**src/rtl/rf_sched_pkg.sv**
```systemverilog
// Shared types and constants for the register-file write scheduler.
// The scoreboard is optional and is built only when RF_SCOREBOARD_EN is defined.
package rf_sched_pkg;

    typedef logic [3:0]  reg_idx_t;
    typedef logic [31:0] word_t;

    localparam reg_idx_t REG_PC = 4'd15;

    typedef enum {REQ_NONE, REQ_ALU, REQ_MEM} req_sel_t;

endpackage

```
**src/rtl/rf_scoreboard.sv**
```systemverilog
// Busy-bit scoreboard for r0..r14 with combinational read-after-write hazard lookup.
// r15 is never tracked because the PC is always readable.
module rf_scoreboard
    import rf_sched_pkg::*;
(
    input  logic     clk_i,
    input  logic     rst_ni,
    input  logic     set_valid_i,
    input  reg_idx_t set_rd_i,
    input  logic     clr_valid_i,
    input  reg_idx_t clr_rd_i,
    input  reg_idx_t rd_addr1_i,
    input  reg_idx_t rd_addr2_i,
    output logic     hazard1_o,
    output logic     hazard2_o
);

    logic [14:0] busy_q;
    logic [14:0] busy_d;
    logic [15:0] setMask;
    logic [15:0] clrMask;
    logic [15:0] busyExt;

    // Set is applied after clear so a same-cycle re-issue keeps the register busy.
    always_comb begin
        setMask = '0;
        clrMask = '0;
        if (set_valid_i && (set_rd_i != REG_PC)) begin
            setMask[set_rd_i] = 1'b1;
        end
        if (clr_valid_i && (clr_rd_i != REG_PC)) begin
            clrMask[clr_rd_i] = 1'b1;
        end
        busy_d = (busy_q & ~clrMask[14:0]) | setMask[14:0];
    end

    always_ff @(posedge clk_i or negedge rst_ni) begin
        if (!rst_ni) begin
            busy_q <= '0;
        end else begin
            busy_q <= busy_d;
        end
    end

    assign busyExt   = {1'b0, busy_q};
    assign hazard1_o = busyExt[rd_addr1_i];
    assign hazard2_o = busyExt[rd_addr2_i];

endmodule

```
**src/rtl/rf_write_scheduler.sv**
```systemverilog
// Arbitrates ALU and load writebacks onto the single register-bank write port, redirecting r15 to the PC.
// Define RF_SCOREBOARD_EN to build the busy scoreboard and hazard outputs; otherwise hazards are tied to 0.
module rf_write_scheduler
    import rf_sched_pkg::*;
#(
    parameter int STARVE_LIMIT = 4
) (
    input  logic        clk,
    input  logic        rst_n,
    input  logic        alu_valid,
    output logic        alu_ready,
    input  logic [3:0]  alu_rd,
    input  logic [31:0] alu_data,
    input  logic        mem_valid,
    output logic        mem_ready,
    input  logic [3:0]  mem_rd,
    input  logic [31:0] mem_data,
    input  logic        issue_valid,
    input  logic [3:0]  issue_rd,
    input  logic [3:0]  rd_addr1,
    input  logic [3:0]  rd_addr2,
    output logic        hazard1,
    output logic        hazard2,
    output logic        rf_we,
    output logic [3:0]  rf_waddr,
    output logic [31:0] rf_wdata,
    output logic        pc_we,
    output logic [31:0] pc_wdata
);

    localparam logic [3:0] LIMIT = 4'(STARVE_LIMIT);

    logic [3:0] starve_cnt_q;
    logic [3:0] starve_cnt_d;
    logic       forceAlu;
    logic       memAccept;
    logic       aluAccept;
    req_sel_t   sel;
    reg_idx_t   winRd;
    word_t      winData;

    logic     rf_we_q,    rf_we_d;
    reg_idx_t rf_waddr_q, rf_waddr_d;
    word_t    rf_wdata_q, rf_wdata_d;
    logic     pc_we_q,    pc_we_d;
    word_t    pc_wdata_q, pc_wdata_d;

    // MEM has priority unless the ALU has waited STARVE_LIMIT cycles in a row.
    assign forceAlu  = (starve_cnt_q == LIMIT);
    assign mem_ready = !forceAlu;
    assign alu_ready = forceAlu | !mem_valid;
    assign memAccept = mem_valid && mem_ready;
    assign aluAccept = alu_valid && alu_ready && !memAccept;

    always_comb begin
        sel     = REQ_NONE;
        winRd   = alu_rd;
        winData = alu_data;
        if (memAccept) begin
            sel     = REQ_MEM;
            winRd   = mem_rd;
            winData = mem_data;
        end else if (aluAccept) begin
            sel = REQ_ALU;
        end
    end

    always_comb begin
        starve_cnt_d = starve_cnt_q;
        if (!alu_valid || aluAccept) begin
            starve_cnt_d = '0;
        end else if (!alu_ready && (starve_cnt_q != LIMIT)) begin
            starve_cnt_d = starve_cnt_q + 4'd1;
        end
    end

    // Strobes are rebuilt every cycle; address and data hold when nothing is accepted.
    always_comb begin
        rf_we_d    = 1'b0;
        pc_we_d    = 1'b0;
        rf_waddr_d = rf_waddr_q;
        rf_wdata_d = rf_wdata_q;
        pc_wdata_d = pc_wdata_q;
        if (sel != REQ_NONE) begin
            if (winRd == REG_PC) begin
                pc_we_d    = 1'b1;
                pc_wdata_d = winData;
            end else begin
                rf_we_d    = 1'b1;
                rf_waddr_d = winRd;
                rf_wdata_d = winData;
            end
        end
    end

    always_ff @(posedge clk or negedge rst_n) begin
        if (!rst_n) begin
            starve_cnt_q <= '0;
            rf_we_q      <= 1'b0;
            rf_waddr_q   <= '0;
            rf_wdata_q   <= '0;
            pc_we_q      <= 1'b0;
            pc_wdata_q   <= '0;
        end else begin
            starve_cnt_q <= starve_cnt_d;
            rf_we_q      <= rf_we_d;
            rf_waddr_q   <= rf_waddr_d;
            rf_wdata_q   <= rf_wdata_d;
            pc_we_q      <= pc_we_d;
            pc_wdata_q   <= pc_wdata_d;
        end
    end

    assign rf_we    = rf_we_q;
    assign rf_waddr = rf_waddr_q;
    assign rf_wdata = rf_wdata_q;
    assign pc_we    = pc_we_q;
    assign pc_wdata = pc_wdata_q;

`ifdef RF_SCOREBOARD_EN
    rf_scoreboard u_scoreboard (
        .clk_i       (clk),
        .rst_ni      (rst_n),
        .set_valid_i (issue_valid),
        .set_rd_i    (issue_rd),
        .clr_valid_i (rf_we_q),
        .clr_rd_i    (rf_waddr_q),
        .rd_addr1_i  (rd_addr1),
        .rd_addr2_i  (rd_addr2),
        .hazard1_o   (hazard1),
        .hazard2_o   (hazard2)
    );
`else
    logic unused_sb;
    assign unused_sb = ^{issue_valid, issue_rd, rd_addr1, rd_addr2};
    assign hazard1   = 1'b0;
    assign hazard2   = 1'b0;
`endif

endmodule
```
**config.mk**
```make
export PLATFORM = sky130hd
export DESIGN_NAME = rf_write_scheduler
export DESIGN_NICKNAME = d
export VERILOG_FILES = /design/src/rtl/rf_sched_pkg.sv /design/src/rtl/rf_scoreboard.sv /design/src/rtl/rf_write_scheduler.sv
export SDC_FILE = /design/constraint.sdc
export NUM_CORES = 1
export LEC_CHECK = 0
export ABC_CLOCK_PERIOD_IN_PS = 2300
export CAP_MARGIN = 25
export CELL_PAD_IN_SITES_DETAIL_PLACEMENT = 0
export CELL_PAD_IN_SITES_GLOBAL_PLACEMENT = 1
export CORE_MARGIN = 2
export CORE_UTILIZATION = 33
export DETAILED_ROUTE_END_ITERATION = 10
export PLACE_DENSITY_LB_ADDON = 0.05
export SYNTH_ARGS = -nofsm -noshare
export SYNTH_HDL_FRONTEND = slang
export SYNTH_SLANG_ARGS = --single-unit
```
**constraint.sdc**
```tcl
create_clock -name clk -period 2.3 [get_ports clk]
set_input_delay 0.46 -clock clk [delete_from_list [all_inputs] [get_ports clk]]
set_output_delay 0.46 -clock clk [all_outputs]
set_load 0.1 [all_outputs]
```
==> results.cfg <==
[grt]
grt_max_degree = 53
grt_use_total_pct = 22.9
antenna_found_initial = 0
grt_pass1_vias = 4477
grt_first_pass_wirelength_um = 25300
globalRoute.totalOverflow = 0

[placed_design]
place_hpwl_um = 9900
routabilityCongestion = 0.777
port_buffers = 147

[clock_network]
cts_max_level = 3
cts_buffer_depth = 2
cts_tree = done
clock-root-buffer = clkbuf_16
numCtsBuffers = 9
path_clk_slew_ns = 0.06
insertion_delay_ns = 0.34
cts.sinks = 74

[floorplan]
rows = 41
chipWidth_um = 118
die_area_sq_um = 13900
die_h_um = 118
core_area_sq_um = 12600
io_pins = 163
start_util_pct = 33.8

[worst_setup_path]
max_stage_delay_ns = 0.40
arrival_ns = 1.65
path_cells = inv_1, ha_1, and3b_4, inv_12, nand2_2, buf_12
path_buf_inv = 3
cp_top_family = flip-flops
cp_slowest_cell = dfrtp_1
path_class = flop to output port
crit_path_end_kind = output port
r2r_setup_slack_ns = 0.34
cp_max_fo = 19
required_ns = 1.84
startpoint_type = flop

[status]
outcome = finished clean

[logic_synthesis]
synth_top_area_share_pct = 43.4
synth-seq-cells = 74
synth.largest_area_cell = dfrtp_1
synth_seq_area_share_pct = 43.4
synthTopCellsByArea = dfrtp_1 43%, a311oi_1 14%, a2111oi_0 13%, nor4_1 9.4%, inv_1 6.2%
syn_area_per_cell_sq_um = 9.73
netlist_area_sq_um = 4270
ys_types = 29
syn_inst = 439
yosysWarnings = 0

[route]
vias_per_cell = 6.16
drtAntennaViolNets = 0
drtIter0Drc = 375
dr.pass1.iters = 5
dr_total_vias = 4566
drc_errors = 0
wl_per_cell_um = 22.3
wirelength_um = 16500

[timing]
fin_skew_ns = 0.00892
clock.fmax_mhz = 473
rsz0062_at_grt = no
layout_min_cycle_time_ns = 2.11
slew_headroom_pct = 68.0
hold_viol_final = 0
setup_viol = 0
fin_crit_sh_pct = 91.8
tns_ns = 0
tightest_slew_ns = 0.468
drv_slew = 0

[power]
vdd_ir_drop_max_uv = 463
p_leak_nw = 2.52
power_density_nw_per_um2 = 940

[worst_hold_path]
hold_path_class = input port to asynchronous set/reset pin

[final_layout]
n_antenna_cell = 0
final_common_cell = buf_4
ff_latch_area_sq_um = 1850
multi_input_area_sq_um = 1810
mostFrequentLayoutCells = 93 x buf_4, 74 x dfrtp_1, 73 x clkdlybuf4s50_1, 71 x inv_1, 68 x a311oi_1
fillers = 1221
syn_to_final_growth_pct = 42.8
fin_nets = 655
drive_gt1_share_pct = 22.3
fin_util_pct = 48.3

[run]
maxCapViolCount = 0
[metrics by stage]
step,total power [W],hold WS (ns),worst slack (ns),instance area (sq um),std cells
final,0.00573,0.0232,0.188,6100,741
after global routing,0.00592,0.0464,0.108,6100,741
after CTS,0.00575,0.0254,0.00242,6060,736
after detailed placement,0.00423,0.387,0.163,5720,719
after global placement,0.00421,0.386,0.171,5720,719
after floorplan,0.00353,0.164,0.224,4280,440
[cell usage after synthesis]
master	count
nor2_1	4
and4_1	2
o211ai_4	1
buf_4	5
buf_1	3
inv_2	1
nor4_1	64
nand3_2	1
o211ai_2	1
inv_8	1
dfrtp_1	74
buf_6	9
a211oi_1	4
xnor2_1	1
ha_1	2
buf_2	12
nand3_4	1
and3b_1	1
nor3_1	4
a311oi_1	68
conb_1	1
xor2_1	1
clkbuf_1	35
nand2_1	3
nand3_1	2
a2111oi_0	64
inv_1	71
inv_4	1
nand4_1	2
[sequential cells by signal (all words and copies together) (netlist names)]
| name | cells |
|---|---|
| rf_waddr | 4 |
| rf_we | 1 |
| pc_we | 1 |
| rf_wdata | 32 |
| pc_wdata | 32 |
| starve_cnt_q | 4 |
[per-layer routing]
layer / track usage, % / wire, um
met1: 32.4 / 7390
met5: 0 / 0
met2: 34.7 / 7420
met4: 8.96 / 298
met3: 4.36 / 1430
[cells by family (layout without fill, tap and decap cells)]
family	Yosys count	count (layout)	share of synthesized area (%)
adder cells (fa/ha/maj)	2	2	0.586
other	1	2	0.0878
AND/OR/NAND/NOR	84	84	12.2
flip-flops	74	74	43.4
XOR/XNOR	2	2	0.410
AO/OA/AOI/OAI	138	138	28.6
buffers and inverters	138	267	14.7
[area by class of cell]
cell class | instances | share of cell area (%)
clock buffer | 15 | 4.72
clock inverter | 1 | 0.493
sequential | 74 | 30.4
inverter | 74 | 4.80
timing repair buffer | 175 | 26.1
tap | 172 | 3.53
multi-input combinational | 228 | 29.7
timing repair inverter | 2 | 0.287
[timing repair]
action | 4_1_cts | 5_1_grt
pin swaps | 0 | 0
buffers inserted | 0 | 4
gates resized for setup | 1 | 1
hold buffers | 0 | 0
gates cloned | 1 | 1
endpoints found under the setup margin | 2 | 2
[worst reg2reg max path, delay by kind of cell, from the launching register on]
| kind | cells | cell delay (ns) |
|---|---|---|
| buf+inv | 3 | 0.61 |
| compound gates | 1 | 0.27 |
| flops | 1 | 0.41 |
| simple gates | 2 | 0.41 |
| fa+ha+maj | 1 | 0.14 |
[where the power goes]
| group | switching [W] | total, W | internal, W |
|---|---|---|---|
| Clock | 0.000568 | 0.00153 | 0.000961 |
| Sequential | 0.000134 | 0.00165 | 0.00151 |
| Combinational | 0.00200 | 0.00256 | 0.000560 |
[final timing paths]
kind	startpoint	cells after the start	end
setup / recovery	starve_cnt_q[0]	6	alu_ready
hold / removal	rst_n	1	pc_wdata[25]
setup reg to reg	starve_cnt_q[0]	7	pc_wdata[23]
hold reg to reg	starve_cnt_q[0]	1	starve_cnt_q[0]
max in group asynchronous	rst_n	2	pc_wdata[11]
min in group clk	starve_cnt_q[0]	1	starve_cnt_q[0]
No activity file was read; power rests on OpenSTA's default activity.
